$ cat config.mk
export PLATFORM = sky130hd
export DESIGN_NAME = beam_power_trigger
export DESIGN_NICKNAME = d
export VERILOG_FILES = /design/src/rtl/beam_power_trigger.sv
export SDC_FILE = /design/constraint.sdc
export NUM_CORES = 2
export LEC_CHECK = 0
export ABC_CLOCK_PERIOD_IN_PS = 12990
export BUFFER_PORTS_ARGS = -buffer_cell sky130_fd_sc_hd__buf_2
export CAP_MARGIN = 20
export CORE_MARGIN = 5
export CORE_UTILIZATION = 65
export CTS_BUF_LIST = sky130_fd_sc_hd__clkbuf_4
export CTS_CLUSTER_DIAMETER = 60
export DETAILED_ROUTE_END_ITERATION = 12
export PLACE_DENSITY_LB_ADDON = 0.1
export SLEW_MARGIN = 20
export SYNTH_ARGS = -nofsm -noshare
export SYNTH_HDL_FRONTEND = slang
export SYNTH_SLANG_ARGS = --single-unit
$ cat constraint.sdc
create_clock -name clk_i -period 12.99 [get_ports clk_i]
set_clock_uncertainty 0.2 [all_clocks]
set_input_delay 1.9485 -clock clk_i [delete_from_list [all_inputs] [get_ports clk_i]]
set_output_delay 1.9485 -clock clk_i [all_outputs]
set_load 0.01 [all_outputs]
$ cat src/rtl/beam_power_trigger.sv
// -----------------------------------------------------------------------------
// beam_power_trigger
//
// L1 beamformed power trigger on tclk. It forms NBEAMS delay-and-sum beams from
// 8 AGC'd channels (8 samples per clock) and computes the 8-sample power of
// each beam on every clock. Each beam power is compared against two
// independently loadable threshold sets:
//   set 0 : trigger threshold
//   set 1 : subthreshold
// The results go to the clock-crossing stretcher and the scalers.
//
// Ports
//   clk_i            tclk, the only clock
//   rst_n_i          synchronous active-low reset
//   dat_i            dat_i[c][5*s +: 5] = channel c, sample s (s = 0 oldest),
//                    signed 5-bit samples
//   thresh_i         [17:0] value for set 0, [35:18] value for set 1
//   thresh_wr_i      [k] shifts thresh_i[18k +: 18] into shadow chain k
//   thresh_update_i  [k] copies shadow chain k into active set k
//   trigger_o        [k][b] = power of beam b is strictly above active[k][b]
//
// Interface timing
//   There is no handshake. dat_i is consumed on every clock. thresh_wr_i and
//   thresh_update_i are single-cycle strobes: each cycle they are high counts
//   as exactly one action. trigger_o follows the dat_i word captured at edge n
//   at edge n+4, with no stalls and full throughput.
// -----------------------------------------------------------------------------
module beam_power_trigger #(
  parameter int NBEAMS = 2
) (
  input  logic                         clk_i,
  input  logic                         rst_n_i,
  input  logic [7:0][39:0]             dat_i,
  input  logic [35:0]                  thresh_i,
  input  logic [1:0]                   thresh_wr_i,
  input  logic [1:0]                   thresh_update_i,
  output logic [1:0][NBEAMS-1:0]       trigger_o
);

  localparam int NCHAN    = 8;
  localparam int NSAMP    = 8;
  localparam int AGC_BITS = 5;
  localparam int WORD_W   = NSAMP * AGC_BITS;
  localparam int SUM_W    = 8;   // -128..120, the sum of 8 signed 5-bit samples
  localparam int SQ_W     = 15;  // largest square is 128*128 = 16384
  localparam int PWR_W    = 18;  // largest power is 8*16384 = 131072
  localparam int THR_W    = 18;

  localparam logic [THR_W-1:0] THR_RESET = '1;  // above the largest power

  // ---------------------------------------------------------------------------
  // Stage 0: capture the input word and keep the previous word for the delays
  // ---------------------------------------------------------------------------
  logic [NCHAN-1:0][WORD_W-1:0] cur_q;
  logic [NCHAN-1:0][WORD_W-1:0] prev_q;

  // ---------------------------------------------------------------------------
  // Stage 1: beam sums
  // ---------------------------------------------------------------------------
  logic [NBEAMS-1:0][NSAMP-1:0][SUM_W-1:0] beam_d;
  logic [NBEAMS-1:0][NSAMP-1:0][SUM_W-1:0] beam_q;

  // Beam b delays channel c by (b*c) mod 8 samples. A tap that reaches back
  // past sample 0 of the current word comes from the previous word.
  always_comb begin
    logic [SUM_W-1:0]    acc;
    logic [AGC_BITS-1:0] smp;
    int                  d;
    int                  j;
    beam_d = '0;
    acc    = '0;
    smp    = '0;
    d      = 0;
    j      = 0;
    for (int b = 0; b < NBEAMS; b++) begin
      for (int s = 0; s < NSAMP; s++) begin
        acc = '0;
        for (int c = 0; c < NCHAN; c++) begin
          d = (b * c) % NSAMP;
          j = s - d;
          if (j >= 0) begin
            smp = cur_q[c][j*AGC_BITS +: AGC_BITS];
          end else begin
            smp = prev_q[c][(j+NSAMP)*AGC_BITS +: AGC_BITS];
          end
          acc = acc + {{(SUM_W-AGC_BITS){smp[AGC_BITS-1]}}, smp};
        end
        beam_d[b][s] = acc;
      end
    end
  end

  // ---------------------------------------------------------------------------
  // Stage 2: squares
  // ---------------------------------------------------------------------------
  logic [NBEAMS-1:0][NSAMP-1:0][SQ_W-1:0] sq_d;
  logic [NBEAMS-1:0][NSAMP-1:0][SQ_W-1:0] sq_q;

  // Square the magnitude. -128 maps to magnitude 128, which still fits in
  // 8 unsigned bits, and 128*128 fits exactly in the 15-bit product.
  always_comb begin
    logic [SUM_W-1:0] x;
    logic [SUM_W-1:0] mag;
    logic [SQ_W-1:0]  m;
    sq_d = '0;
    x    = '0;
    mag  = '0;
    m    = '0;
    for (int b = 0; b < NBEAMS; b++) begin
      for (int s = 0; s < NSAMP; s++) begin
        x   = beam_q[b][s];
        mag = x[SUM_W-1] ? (~x + 1'b1) : x;
        m   = {{(SQ_W-SUM_W){1'b0}}, mag};
        sq_d[b][s] = m * m;
      end
    end
  end

  // ---------------------------------------------------------------------------
  // Stage 3: power
  // ---------------------------------------------------------------------------
  logic [NBEAMS-1:0][PWR_W-1:0] pwr_d;
  logic [NBEAMS-1:0][PWR_W-1:0] pwr_q;

  always_comb begin
    logic [PWR_W-1:0] acc;
    pwr_d = '0;
    acc   = '0;
    for (int b = 0; b < NBEAMS; b++) begin
      acc = '0;
      for (int s = 0; s < NSAMP; s++) begin
        acc = acc + {{(PWR_W-SQ_W){1'b0}}, sq_q[b][s]};
      end
      pwr_d[b] = acc;
    end
  end

  // ---------------------------------------------------------------------------
  // Thresholds: two shadow chains and two active sets
  // ---------------------------------------------------------------------------
  logic [1:0][NBEAMS-1:0][THR_W-1:0] shadow_q;
  logic [1:0][NBEAMS-1:0][THR_W-1:0] active_q;

  // A write enters at the top entry and shifts the chain toward entry 0, so
  // after NBEAMS writes the first value written belongs to beam 0. An update
  // in the same cycle as a write copies the chain as it was before the shift,
  // because both read the pre-edge shadow values.
  always_ff @(posedge clk_i) begin
    if (!rst_n_i) begin
      shadow_q <= {(2*NBEAMS){THR_RESET}};
      active_q <= {(2*NBEAMS){THR_RESET}};
    end else begin
      for (int k = 0; k < 2; k++) begin
        if (thresh_update_i[k]) begin
          active_q[k] <= shadow_q[k];
        end
        if (thresh_wr_i[k]) begin
          for (int i = 0; i < NBEAMS-1; i++) begin
            shadow_q[k][i] <= shadow_q[k][i+1];
          end
          shadow_q[k][NBEAMS-1] <= thresh_i[k*THR_W +: THR_W];
        end
      end
    end
  end

  // ---------------------------------------------------------------------------
  // Stage 4: compare. Equal power does not fire.
  // ---------------------------------------------------------------------------
  logic [1:0][NBEAMS-1:0] trig_d;

  always_comb begin
    trig_d = '0;
    for (int k = 0; k < 2; k++) begin
      for (int b = 0; b < NBEAMS; b++) begin
        trig_d[k][b] = (pwr_q[b] > active_q[k][b]);
      end
    end
  end

  // ---------------------------------------------------------------------------
  // Datapath registers
  // ---------------------------------------------------------------------------
  always_ff @(posedge clk_i) begin
    if (!rst_n_i) begin
      cur_q     <= '0;
      prev_q    <= '0;
      beam_q    <= '0;
      sq_q      <= '0;
      pwr_q     <= '0;
      trigger_o <= '0;
    end else begin
      cur_q     <= dat_i;
      prev_q    <= cur_q;
      beam_q    <= beam_d;
      sq_q      <= sq_d;
      pwr_q     <= pwr_d;
      trigger_o <= trig_d;
    end
  end

endmodule

==> results summary <==
The run finished with clean final reports. The average instance in the mapped netlist occupies 9.95 µm². STA classifies the critical path endpoint as a flip-flop. The clock root buffer master is clkbuf_4.

Port buffering added around 370 buffers. The wire-length estimate of the detail-placed layout is approximately 160000 µm. The number of buffers created by CTS is between 200 and 300.

The number of antenna violations at the first check in global routing is 11. The final count of negative-setup-slack endpoints is 0. The startpoint identified for the worst register-to-register timing path is beam_q[96]. Summed over all layers, the global routing overflow is 0. The number of enable flip-flop cells after synthesis is 0.

The minimum clock period after layout is 5960 ps. The share of final-layout standard cells stronger than drive strength 1 is about a tenth. The per-cell via count in the routed design is 5.20.

The layout filler cell count is approximately 9000. The worst reg-to-reg setup slack came out at 7030 ps. The count of synthesis-stage warnings from yosys came out at 0.

The mapped netlist covers 75400 µm². The critical path class is reg2reg. Among all flip-flop cells after synthesis, the most frequent one is dfxtp_1. The number of buffers inserted for hold repair after clock tree synthesis is 0. Setup repair after global routing left no endpoint under its margin. The async set-or-reset flop fraction in the synthesized netlist came out at 0%.

Summed over all instances, the cell type with the most area after synthesis is fa_1. The worst hold slack after final layout came out at 248 ps. The post-synthesis cell count is 7578. The startpoint identified for the worst hold timing path is cur_q[78]. The source-to-sink clock delay at the later pin of the worst-skew pair is about 1300 ps. The min-delay analysis places its worst path in the category reg2reg. The met3 track demand over resource in global routing came out at 6.37%. The number of cells upsized or downsized after cts is 0.

Post-CTS timing repair inserted 0 buffers for setup. The worst register-to-register path has a depth of 20. The met1 usage in global routing came out at 42.4%.

The vertical die dimension came out at around 350 µm. The number of global-route vias before repair came out at between 50000 and 60000. The area share of the leading cell type in the synthesized netlist is between 20 and 30%.

The number of sinks handled by clock tree synthesis is 996. Detailed routing inserted a total of 51700 vias. The clock-pin slew on the worst setup and hold paths came out at 70 ps. The number of pins exceeding their max-slew limit in the final report came out at 0.

The detailed-route wire length is between 150000 and 200000 µm. The remaining number of nets flagged by the antenna check after routing came out at 0. The average routed wire per standard cell is a little under 20 µm. The largest net degree at the start of global routing is around 330. The number of nets at the end of the flow came out at 10400. The endpoint required time on the critical path is 13870 ps. The total of flip-flops plus latches after synthesis came out at between 900 and 1000. The worst setup path is launched from a flip-flop. Counting distinct cell types in the post-synthesis netlist gives 55. Based on the critical path, the design can be clocked at up to roughly 170 MHz. The leading cell type by number of instances after synthesis is inv_1. In this run the standard cell core region covers 116000 µm².

Global routing used between 30% and 40% of the available tracks. In the synthesized netlist, the cells that appear most often are inv_1 (1555), fa_1 (1098), dfxtp_1 (996). The clock tree synthesis step divided the H-tree into 5 levels. The met2 routing resource usage after global routing is 53.4%.

The finished layout holds 9939 standard cells, fillers aside. Compared with the post-synthesis result, the final layout area differs by 9.43%. Counting instances, the worst hold path has a depth of 1.

The final critical-path share of the clock period is 45.9%. After synthesis, the cell types taking the most area are fa_1 (29%), dfxtp_1 (26%), ha_1 (12%). The starting DRC count in detailed routing came out at 3369.

The worst register-to-register path ends at sq_q[194]. The residual DRC count is 0. At the end of the flow the core is filled with cells to 71.3%.

The congestion estimate from routability-driven global placement came to 0.982. The iteration count of the initial detailed-routing pass is 6. The total instance count after detailed placement is 9458. The maximum fanout along the worst path came out at 9. The slew at the pin closest to its max-slew limit is 1210 ps. The TritonCTS clock tree is done.

The worst relative slew slack is about a fifth. Summed over all failing endpoints, the final setup total negative slack is 0 ps. The post-synthesis sequential area ratio is 26.4%. After global routing, the most crowded layer is met2. The number of core rows is 125. Once the floorplan was initialized, standard cells occupied around 65% of the core. about 370 I/O pins were placed. The x dimension of the die came out at roughly 350 µm. The data arrival time of the critical path is 6840 ps. For hold timing, the worst endpoint is prev_q[78]. The die footprint came out at 123000 µm².

The number of hold violations in the final report is 0. The first global-routing pass estimated between 300000 and 400000 µm of wire. Max-cap violations in this run came to 0. The buffer levels on the longest clock path came out at 4.
## state kept, by name, summed over array words and instances (netlist names)
name and flops:
trigger_o 4, cur_q 320, shadow_q 72, active_q 72
beam_q 128, pwr_q 36, sq_q 224, prev_q 140
## how the worst max path moves through the flow
stage                          start         to  slack, ps  cells past startpoint
after floorplan           beam_q[51]  sq_q[103]       7710                     20
after global placement    beam_q[80]  sq_q[164]       7220                     21
after detailed placement  beam_q[96]  sq_q[194]       7120                     19
after CTS                 beam_q[96]  sq_q[194]       7060                     20
after global routing      beam_q[96]  sq_q[194]       6590                     20
final                     beam_q[96]  sq_q[194]       7030                     20
## final cells by class
cell class	count	area (µm²)	share of cell area [%]
clock inverter	81	377	0.456
clock buffer	390	2930	3.55
multi-input combinational	4992	49500	60.0
antenna	10	25.0	0.0303
tap	1524	1910	2.31
timing repair buffer	375	1940	2.35
inverter	1571	5900	7.16
sequential	996	19900	24.2
## layer usage
| layer | vias to the layer above | share of wire (%) |
|---|---|---|
| met5 | - | 0.0072 |
| met4 | 2 | 4.8 |
| met3 | 415 | 7.0 |
| met2 | 1605 | 47 |
| met1 | 25100 | 41 |
| li1 | 24500 | - |
## per-stage QoR
step	area [µm²]	worst slack, ps
3_5_place_dp	79200	7120
3_3_place_gp	79200	7220
5_1_grt	82500	6590
6_report	82500	7030
2_1_floorplan	75900	7710
4_1_cts	82500	7060
## critical path: stages (launching register included)
cell,delay (ps)
dfxtp_1,390
clkinv_1,300
ha_1,330
nand2_1,90
nand2_1,80
xor2_1,650
nor2_1,160
fa_1,630
fa_1,440
fa_1,490
inv_1,50
fa_1,470
inv_1,40
ha_1,210
a21o_1,180
a21oi_1,220
o21ai_0,120
a31oi_1,270
o21ai_0,170
xnor2_1,150
and2_1,160
## cells in the final DEF, fill, tap and decap left out, types with 126 or more instances in the layout
master	instances
fa_1	1098
buf_2	364
xor2_1	210
ha_1	701
conb_1	126
a21oi_1	202
dfxtp_1	996
nor2_1	779
inv_1	1554
and2_1	530
nand2_1	244
clkbuf_4	390
xnor2_1	259
## cell families after synthesis
logic type / Yosys count / synth area share [%]
buf+inv: 1714 / 8.53
xor+xnor: 469 / 5.45
other cells: 2 / 0.00996
flops: 996 / 26.4
fa+ha+maj: 1799 / 40.8
mux: 110 / 1.46
compound gates: 654 / 5.64
simple gates: 1834 / 11.7
Power is not shown: default switching activity piles up to over one toggle a cycle in this logic, so the estimate is an artifact.
